`src/rtl/addsub_serial.sv`:
```
// Digit-serial add/subtract: DIGIT bits per cycle, LSB digit first, with carry/borrow and signed overflow.
// Latency: N = WIDTH/DIGIT cycles from accepted start to a one-cycle done pulse.
// Backpressure: start is ignored while busy; a new start is accepted in IDLE or in the DONE cycle.
module addsub_serial #(
    parameter int WIDTH = 16,
    parameter int DIGIT = 4
) (
    input  logic             clk,
    input  logic             rst,
    input  logic             start,
    input  logic             sub,
    input  logic [WIDTH-1:0] a,
    input  logic [WIDTH-1:0] b,
    output logic             busy,
    output logic             done,
    output logic [WIDTH-1:0] result,
    output logic             c_out,
    output logic             ovf
);

    localparam int N  = WIDTH / DIGIT;
    localparam int KW = (N > 1) ? $clog2(N) : 1;
    localparam logic [KW-1:0] K_LAST = KW'(N - 1);

    localparam logic [1:0] S_IDLE = 2'd0;
    localparam logic [1:0] S_RUN  = 2'd1;
    localparam logic [1:0] S_DONE = 2'd2;

    logic [1:0]       state;
    logic [WIDTH-1:0] a_q;
    logic [WIDTH-1:0] bx_q;
    logic             sub_q;
    logic             carry;
    logic [KW-1:0]    k;

    logic [31:0]      base;
    logic [DIGIT-1:0] a_dig;
    logic [DIGIT-1:0] bx_dig;
    logic [DIGIT:0]   sum;

    // b is stored already inverted for subtract; the initial carry supplies the +1.
    assign base   = 32'(k) * 32'(DIGIT);
    assign a_dig  = a_q[base +: DIGIT];
    assign bx_dig = bx_q[base +: DIGIT];
    assign sum    = {1'b0, a_dig} + {1'b0, bx_dig} + {{DIGIT{1'b0}}, carry};

    assign busy = (state == S_RUN);
    assign done = (state == S_DONE);

    always_ff @(posedge clk) begin
        if (rst) begin
            state  <= S_IDLE;
            a_q    <= '0;
            bx_q   <= '0;
            sub_q  <= 1'b0;
            carry  <= 1'b0;
            k      <= '0;
            result <= '0;
            c_out  <= 1'b0;
            ovf    <= 1'b0;
        end else begin
            case (state)
                S_RUN: begin
                    result[base +: DIGIT] <= sum[DIGIT-1:0];
                    carry <= sum[DIGIT];
                    k     <= k + 1'b1;
                    if (k == K_LAST) begin
                        state <= S_DONE;
                        k     <= '0;
                        c_out <= sum[DIGIT] ^ sub_q;
                        ovf   <= (a_dig[DIGIT-1] == bx_dig[DIGIT-1]) &&
                                 (sum[DIGIT-1] != a_dig[DIGIT-1]);
                    end
                end
                default: begin
                    // IDLE and DONE both accept a new request.
                    if (start) begin
                        state <= S_RUN;
                        a_q   <= a;
                        bx_q  <= b ^ {WIDTH{sub}};
                        sub_q <= sub;
                        carry <= sub;
                        k     <= '0;
                    end else begin
                        state <= S_IDLE;
                    end
                end
            endcase
        end
    end

endmodule

```
`config.mk`:
```
export PLATFORM = sky130hd
export DESIGN_NAME = addsub_serial
export DESIGN_NICKNAME = d
export VERILOG_FILES = /design/src/rtl/addsub_serial.sv
export SDC_FILE = /design/constraint.sdc
export NUM_CORES = 1
export LEC_CHECK = 0
export CORE_MARGIN = 4
export CORE_UTILIZATION = 43
export CTS_CLUSTER_DIAMETER = 200
export DETAILED_ROUTE_END_ITERATION = 8
export PLACE_DENSITY = 0.78
export SKIP_CTS_REPAIR_TIMING = 1
export SLEW_MARGIN = 10
export SYNTH_ARGS = -nofsm -noshare
export SYNTH_HDL_FRONTEND = slang
export SYNTH_SLANG_ARGS = --single-unit
```
`constraint.sdc`:
```
create_clock -name clk -period 3.9 [get_ports clk]
set_clock_uncertainty 0.15 [all_clocks]
set_input_delay 1.17 -clock clk [delete_from_list [all_inputs] [get_ports clk]]
set_output_delay 1.17 -clock clk [all_outputs]
set_load 0.05 [all_outputs]
```
# Yosys cells after proc, flatten, opt, wreduce, memory -nomap -nowiden
# Cells that the tools add are included.
# W data, S select, Z words.
[classes] n_addsub=4 multipliers=0 div_mod_pow=0 order_cmp=0 n_eq_ne=6 shifts=4 mux=9 n_bitwise=3 reduce_logical=4
[ops] cell="$neg A4 Y34" n=1
[ops] cell="$shift A4 B34 Y16 const A" n=1
[ops] cell="$shiftx A4 B34 Y16" n=1
[ops] cell="$shiftx A16 B5 Y4" n=2
[ops] cell="$bwmux W16" n=1
[ops] cell="$xor A16 B16 Y16" n=1
[ops] cell="$mux W2" n=5
[ops] cell="$add A4 B4 Y5" n=1
[ops] cell="$add A5 B1 Y5" n=1
[ops] cell="$eq A2 B2 Y1 const B" n=2
[ops] cell="$reduce_and A2 Y1" n=2
[ops] cell="$mux W1" n=3
[ops] cell="$add A2 B1 Y2 const B" n=1
[ops] cell="$eq A2 B1 Y1 const B" n=1
[ops] cell="$ne A2 B1 Y1 const B" n=1
[ops] cell="$reduce_bool A2 Y1" n=1
[ops] cell="$eq A1 B1 Y1" n=1
[ops] cell="$logic_and A1 B1 Y1" n=1
[ops] cell="$ne A1 B1 Y1" n=1
[ops] cell="$not A1 Y1" n=1
[ops] cell="$xor A1 B1 Y1" n=1
[word_totals] regBits=56 latchBits=0 mem_bits_rw=0 mem_bits_ro=0 inputBits=36 word_cells=39 memories=0

# Logic depth before layout (Yosys ltp)
# Gate-level depths: netlist of run 1.
[logic_depth] ltp_word=5 mapped_depth=8

# Least setup slack after synthesis of run 1
# No wires, ideal clock.
[synth_timing] path_kind="reg-to-reg" start="register k[0]" end="register c_out" setup_ps=122 t_arrival_ps=2811 required_time_ps=3628 setup_slack_ps=817 path_stages_with_launch=9 period_less_slack_ps=3083 path_cell_list="dfxtp_1 buf_2 mux4_2 fa_1 fa_1 a21o_1 a21oi_1 nor4_1 a311o_1"
[synth_via] elab_chain_cells=4
[synth_lines] item="from (decl)" line_no="34" text="logic [KW-1:0] k;"
[synth_lines] item="from (signal assigned)" line_no="66" text="k <= k + 1'b1;"
[synth_lines] item="$shiftx A16 B5 Y4, on equally long branches" line_no="43, 44"
[synth_lines] item="$add A4 B4 Y5" line_no="45" text="assign sum = {1'b0, a_dig} + {1'b0, bx_dig} + {{DIGIT{1'b0}}, carry};"
[synth_lines] item="$add A5 B1 Y5" line_no="45"
[synth_lines] item="$xor A1 B1 Y1" line_no="70" text="c_out <= sum[DIGIT] ^ sub_q;"
[synth_lines] item="to (signal assigned)" line_no="70"
[synth_lines] item="to (decl)" line_no="17" text="output logic c_out,"
# Several ways; a longest one is shown, not always the timed one.
# A chain may end at the register's enable or synchronous reset.

# Worst setup path in the final report of run 1
[layout_timing] start="register k[1]" end="register c_out"
# Same word-level chain as after synthesis.

==> results of run 1 <==
-- layout by cell type (no fill, tap or decap), types with 3 or more instances in the layout --
cell / instances
sky130_fd_sc_hd__nor2_1: 36
sky130_fd_sc_hd__mux4_2: 8
sky130_fd_sc_hd__a21oi_1: 22
sky130_fd_sc_hd__xnor2_1: 16
sky130_fd_sc_hd__dfxtp_1: 56
sky130_fd_sc_hd__a211oi_1: 18
sky130_fd_sc_hd__clkbuf_8: 6
sky130_fd_sc_hd__inv_1: 3
sky130_fd_sc_hd__buf_4: 4
sky130_fd_sc_hd__nand2_1: 41
sky130_fd_sc_hd__a22oi_1: 12
sky130_fd_sc_hd__clkdlybuf4s50_1: 54
sky130_fd_sc_hd__a32oi_1: 4
sky130_fd_sc_hd__ha_1: 9
-- power breakdown --
group | switching, mW | total (mW) | leakage (nW) | internal (mW)
clock network | 0.181 | 0.326 | 0.0455 | 0.145
logic | 0.110 | 0.210 | 0.676 | 0.100
registers | 0.0164 | 0.617 | 0.458 | 0.601
-- routing by layer --
metal  GRT usage, %  vias to the layer above  part of all wire, %
met1           18.2                      945                   44
li1               -                     1043                    -
met5              0                        -                    0
met2           25.1                       66                   48
met4           6.62                        0                  1.3
met3           3.24                        7                  6.4
-- worst paths after layout --
kind / start / cells after the start / to
hold reg to reg: a_q[9] / 2 / a_q[9]
setup reg to reg: k[1] / 7 / c_out
hold / removal: a_q[9] / 2 / a_q[9]
setup / recovery: k[1] / 7 / c_out
-- sequential cells by signal (all words and copies together) (netlist names) --
signal  count
a_q        16
bx_q       16
sub_q       1
ovf         1
k           2
c_out       1
result     16
state       2
carry       1
-- critical path, stage by stage, from the launching register on --
cell,delay [ns]
sky130_fd_sc_hd__dfxtp_1,0.66
sky130_fd_sc_hd__mux4_2,0.60
sky130_fd_sc_hd__fa_1,0.43
sky130_fd_sc_hd__fa_1,0.42
sky130_fd_sc_hd__a21o_1,0.20
sky130_fd_sc_hd__a21oi_1,0.24
sky130_fd_sc_hd__nor4bb_1,0.34
sky130_fd_sc_hd__a311o_1,0.15
-- metrics by stage --
step	total power, mW	hold slack (ns)	cells	utilization, %
after CTS	1.16	0.309	391	57.4
after global placement	0.837	0.293	383	55.8
final	1.15	0.307	391	57.4
after detailed placement	0.842	0.296	383	55.8
after floorplan	0.765	0.283	269	-
after global routing	1.20	0.337	391	57.4
-- logic make-up (layout without fill, tap and decap cells) --
logic type / count (synthesis) / after routing / share of synthesized area [%]
and+or+nand+nor: 96 / 96 / 16.7
AOI/OAI and AO/OA: 60 / 60 / 16.1
DFF: 56 / 56 / 44.6
buffers and inverters: 21 / 71 / 3.39
xor gates and xnor gates: 17 / 17 / 5.93
adders and majority gates: 11 / 11 / 6.08
muxes: 8 / 8 / 7.17
-- layout make-up --
type | count | area share (%)
Sequential cell | 56 | 35.1
Timing Repair Buffer | 59 | 18.0
Multi-Input combinational cell | 192 | 40.8
Inverter | 4 | 0.469
Tap cell | 72 | 2.82
Clock buffer | 8 | 2.82
==> results, run 1 <==
- The tool flagged a number of max-cap violations equal to 0.
- The total I/O pin count is 56.
- The worst-skew pair later-pin latency is between 0.3 and 0.4 ns.
- The synthesized design devotes to its leading area cell type approximately 45% of total area.
- The total clock buffers created by CTS is 5.
- The worst setup margin is a little under 0.7 ns.
- During synthesis, Yosys emitted a total of 0 warnings.
- The final instance area is 3200 um^2.
- A synthesized cell averages 9.34 um^2.
- The post-detailed-placement half-perimeter wirelength is 3970 um.
- The flow ran to the end, and the final reports show no timing, DRC or antenna violations.
- The worst slack at placement is a little under 0.7 ns.
- The effective utilization at floorplan is between 40% and 50%.
- The layout has 489 filler cells.
- The count of buffers from port buffering is between 50 and 60.
- The worst min-delay path class is reg -> reg.
- The count of cell types in the netlist is 34.
- The post-synthesis async set-or-reset flop share is 0%.
- The number of global-route vias before repair is slightly below 2,000.
- TritonCTS built the clock tree.
- The floorplan step defined a die boundary enclosing between 7000 and 8000 um^2.
- The count of vias placed by the detailed router is approximately 2,100.
- The maximum number of pins on one net before global-route repair is 50.
- For this run, the post-layout net count is ~370.
- In the finished design, the share of the clock period the worst path needs comes to between 80 and 90%.
- The worst-case vdd ir drop is about 0.21 mV.
- The worst register-to-register path has a setup slack of approximately 0.68 ns.
- The root buffer selected by CTS is sky130_fd_sc_hd__clkbuf_8.
- In this run, synthesis inferred 0 flip-flops with an integrated enable.
- The maximum count of clock buffers along a single path is 2.
- The chip height is between 80 and 90 um.
- The first detailed-routing pass ran for 4 iterations.
- In this run the horizontal extent of the chip is roughly 84 um.
- The gate count after technology mapping is between 200 and 300.
- Compared with the post-synthesis result, the final layout area differs by 27.3%.
- The worst setup path is launched from a register.
- The worst setup path is of the reg -> reg kind.
- At the pin with the least slew margin, the transition time is 0.628 ns.
- The final max-slew violation count is 0.
- The required time of the critical path is around 4 ns.
- The initial antenna violation count came to 0.
- The worst-path maximum fanout is 12.
- Setup repair after global routing left no endpoint under its margin.
- The clock net in this run drives a total of 56 sinks.
- Ranked by total cell area, the synthesized netlist is headed by sky130_fd_sc_hd__dfxtp_1, sky130_fd_sc_hd__mux4_2, sky130_fd_sc_hd__nand2_1.
- The minimum clock period is approximately 3.2 ns.
- The library cell occupying the most area in the post-synthesis netlist is sky130_fd_sc_hd__dfxtp_1.
- The overall global routing resource usage is 14.9%.
- In this run, the number of DRC markers left after iteration 0 of detailed routing was 78.
- The core area is around 5600 um^2.
- The detail route stage leaves a number of antenna-violating nets equal to 0.
- After clock tree synthesis, the clock-pin slew on the worst setup and hold paths is about 0.09 ns.
- In this run the static leakage power is approximately 1.2 nW.
- The share of the yosys chip area belonging to registers is between 40% and 50%.
- The cell area power density is roughly 360 nW/um^2.
- In the synthesized netlist, the cells that appear most often are sky130_fd_sc_hd__dfxtp_1, sky130_fd_sc_hd__nand2_1, sky130_fd_sc_hd__nor2_1, sky130_fd_sc_hd__a21oi_1, sky130_fd_sc_hd__a211oi_1.
- The routed wire length per instance is between 10 and 15 um.
- Measured against its own limit, the worst slew margin works out to 57.5%.
- The most frequent cell after synthesis is sky130_fd_sc_hd__dfxtp_1.
- The post-synthesis instance area is approximately 2500 um^2.
- The count of final setup violators is 0.
- At the end of routability-driven placement, the weighted congestion stood at around 0.80.
- In the synthesized netlist the dominant register cell turns out to be sky130_fd_sc_hd__dfxtp_1.
- For the worst setup path, the data arrival time is about 3.3 ns.
- The highest achievable clock rate is ~310 MHz.
- Using the TritonRoute via totals, the vias-per-cell ratio works out to 5.27.
- The endpoint class of the critical path is a register.
- The global-route congestion overflow total is 0.
- In the final layout, flip-flops and latches occupy 1120 um^2.
- The maximum level of the CTS H-tree is 2.
- The total detailed-routing wirelength is 5260 um.
- In the final timing run, aggregate negative setup slack is 0 ns.
- The post-detailed-route DRC marker count is 0.
- The count of antenna diodes in the layout is 0.
- In the final layout, the share of cells above drive strength 1 is 6.58%.
- Once placement finished, the instance area stood at slightly above 3000 um^2.
- The number of nets handed over by synthesis was ~320.
- The number of hold-slack violations in the final timing report is 0.
- The first-pass GRT wire length is a little under 9000 um.
- The multi-input combinational cells in the finished layout cover a total of 1310 um^2.
- The number of core rows is 27.
- The flip-flop and latch count after synthesis is 56.
No activity file was read; power rests on OpenSTA's default activity.
==> inputs of run 2 (changes only) <==
clock period = 3.04 ns   (was 3.9 ns; I/O delays follow)
==> run 2 against run 1 <==
  * Power increased by 38%
  * Design area up 2.3%
  * Clock power up 61%
  * Combinational power up 33%
  * Worst setup slack got worse by 0.61 ns
  * Worst hold slack improved by 0.0052 ns
  * First-iteration DRC count rose by 74%
  * Clock-buffer cell count decreased by 1
  * Critical endpoint is now busy
  * Highest routed layer unchanged
==> results, run 2 (synthesis gave the netlist of run 1 again) <==
- The relative slew slack is approximately 56%.
- At the worst endpoint, the required time is a little under 2 ns.
- The library cell contributing the largest single delay on the critical path is sky130_fd_sc_hd__clkdlybuf4s50_1.
- The maximum count of clock buffers along a single path is 2.
- The worst path needs 2.97 ns of the cycle, external delays included.
- Clock tree synthesis selected as its root buffer the cell sky130_fd_sc_hd__clkbuf_8.
- Fill cells in the final layout number a little over 500.
- Across the run, the number of max-cap violations was 0.
- The count of antenna diodes in the layout is 0.
- In the finished design, the share of the clock period the worst path needs comes to between 90% and 100%.
- The final-stage net count is between 300 and 400.
- The tightest min-delay check is of the reg -> reg type.
- STA classifies the critical path startpoint as a register.
- TritonCTS built the clock tree.
- The maximum number of pins on one net before global-route repair is 50.
- The largest registers in the layout are a_q: 16 flops, bx_q: 16 flops, result: 16 flops.
- In this run the worst path has a maximum fanout of 10.
- The most common library cell in the layout ignoring fill and taps is sky130_fd_sc_hd__dfxtp_1.
- Traced cell by cell, the critical path runs through nand2b_1 > inv_2 > clkdlybuf4s50_1.
- The sequential cells in the finished layout cover a total of 1120 um^2.
- The critical path ends at busy.
- The die boundary width is between 80 and 90 um.
- After the first detailed-routing iteration, the DRC count stood at around 140.
- The path depth of the worst reg2reg path is 8.
- The initial antenna violation count is 0.
- The first global-routing pass estimated between 9000 and 10,000 um of wire.
- The area used by multi-input combinational logic is between 1000 and 1500 um^2.
- The maximum level of the CTS H-tree is 2.
- The chip height is 84.4 um.
- The top cell types in the final layout, fill and taps aside, are sky130_fd_sc_hd__dfxtp_1, sky130_fd_sc_hd__clkdlybuf4s50_1, sky130_fd_sc_hd__nand2_1, sky130_fd_sc_hd__nor2_1, sky130_fd_sc_hd__a21oi_1.
- STA classifies the critical path endpoint as an output pin.
- The final max-slew violation count came to 0.
- The effective utilization at floorplan is 45.1%.
- The beginning of the worst register-to-register path is k[0].
- The synthesis-to-finish area growth is 30.2%.
- The number of core rows is 27.
- The number of clock sinks is 56.
- The first detailed-routing pass ran for 4 iterations.
- The count of vias placed by the detailed router is approximately 2,100.
- The global-route congestion overflow total is 0.
- The core area is approximately 5600 um^2.
- The fraction of layout cells with a size suffix above 1 is under 10%.
- The flow ran to the end, and the final reports show no timing, DRC or antenna violations.
- Summed over all failing endpoints, the final setup total negative slack is 0 ns.
- The number of nets with antenna violations after detailed routing is 0.
- The met2 track demand over resource is between 20% and 30%.
- Static timing analysis puts the maximum clock frequency at around 340 MHz.
- The final layout contains routed wiring with a total length of 5530 um.
- For this design the ratio of total power to cell area is 488 nW/um^2.
- The static leakage power is 1.21 nW.
- In this run the register-to-register setup slack is 0.14 ns.
- The global routing stage identified its most utilized layer as met2.
- The number of hold-slack violations in the final timing report came to 0.
- Routability-driven placement finished with a final weighted congestion of 0.905.
- The worst register-to-register path ends at c_out.
- After detailed routing, the number of vias per cell comes to 5.32.
- The routed wire length per instance is 14.1 um.
- The met3 track demand over resource is 4.12%.
- The total clock buffers created by CTS is 5.
- In this run the worst setup path begins at state[1].
- The transition at the pin with the smallest max-transition slack is between 0.6 and 0.7 ns.
- The worst-case vdd ir drop is about 0.23 mV.
- The clock transition time at the flip-flop clock pins of the worst setup and hold paths is ~0.09 ns.
- The worst setup path is of the reg -> out kind.
- At the later pin of the worst-skew pair, clock insertion delay measures a little over 0.3 ns.
- The largest single stage delay on the critical path is between 0.8 and 0.9 ns.
- The post-detailed-route DRC marker count is 0.
- The overall die area is between 7000 and 8000 um^2.
- Across every metal layer, demand over resource in global routing totals between 15 and 20%.
- After layout, the design draws a total of ~1.6 mW.
- The number of global-route vias before repair is slightly below 2,000.
- The count of buffers from port buffering is 55.
- The post-detailed-placement half-perimeter wirelength is about 4200 um.
- Global routing consumed, on the met1 layer, about a fifth of the routing resources.
- The data arrival time at the worst-slack endpoint is 1.91 ns.
- 56 I/O pins were placed.
- The count of final setup violators is 0.
-- run 2: where the power goes --
group | total, mW | switching (mW) | leakage (nW) | internal (mW)
clock network | 0.524 | 0.233 | 0.0645 | 0.291
registers | 0.792 | 0.0214 | 0.458 | 0.770
logic | 0.279 | 0.146 | 0.691 | 0.133
total | 1.60 | 0.401 | 1.21 | 1.19
-- run 2: per-stage QoR --
| step | utilization [%] | hold slack (ns) | setup WS (ns) | std cells | cell area [um^2] |
|---|---|---|---|---|---|
| after floorplan | - | 0.283 | 0.0269 | 269 | 2510 |
| after global placement | 56.3 | 0.291 | 0.240 | 385 | 3140 |
| after detailed placement | 56.3 | 0.300 | 0.163 | 385 | 3140 |
| after CTS | 58.5 | 0.313 | 0.0786 | 393 | 3260 |
| after global routing | 58.7 | 0.340 | -0.0119 | 393 | 3270 |
| final | 58.7 | 0.312 | 0.0681 | 393 | 3270 |
-- run 2: final cells by class --
class | instances | share of cell area, %
clock buffer | 7 | 2.94
sequential | 56 | 34.3
tap | 72 | 2.75
clock inverter | 1 | 0.918
inverter | 4 | 0.459
multi-input combinational | 192 | 40.2
timing repair buffer | 61 | 18.4
-- run 2: worst max-delay path: cells and delay by family, from the launching register on --
family        cells  cell delay [ns]
flops             1             0.34
buf+inv           2             1.03
simple gates      1             0.23
-- run 2: worst min-delay path by stage --
stage / cells after the start / to / slack (ns) / startpoint
2_1_floorplan: 2 / a_q[10] / 0.28 / a_q[10]
3_3_place_gp: 2 / a_q[0] / 0.29 / a_q[0]
3_5_place_dp: 2 / a_q[6] / 0.30 / a_q[6]
4_1_cts: 2 / a_q[6] / 0.31 / a_q[6]
5_1_grt: 2 / a_q[11] / 0.34 / a_q[11]
6_report: 2 / a_q[6] / 0.31 / a_q[6]
-- run 2: metal layers --
layer | vias to the layer above | wire, um
met5 | - | 0
met4 | 0 | 63
met3 | 8 | 334
met2 | 71 | 2680
met1 | 963 | 2450
li1 | 1047 | -
==> inputs of run 3 (changes only) <==
SLEW_MARGIN = 5   (was 10)
==> results of run 3 <==
Final layout, timing and power as in run 2 (identical DEF).
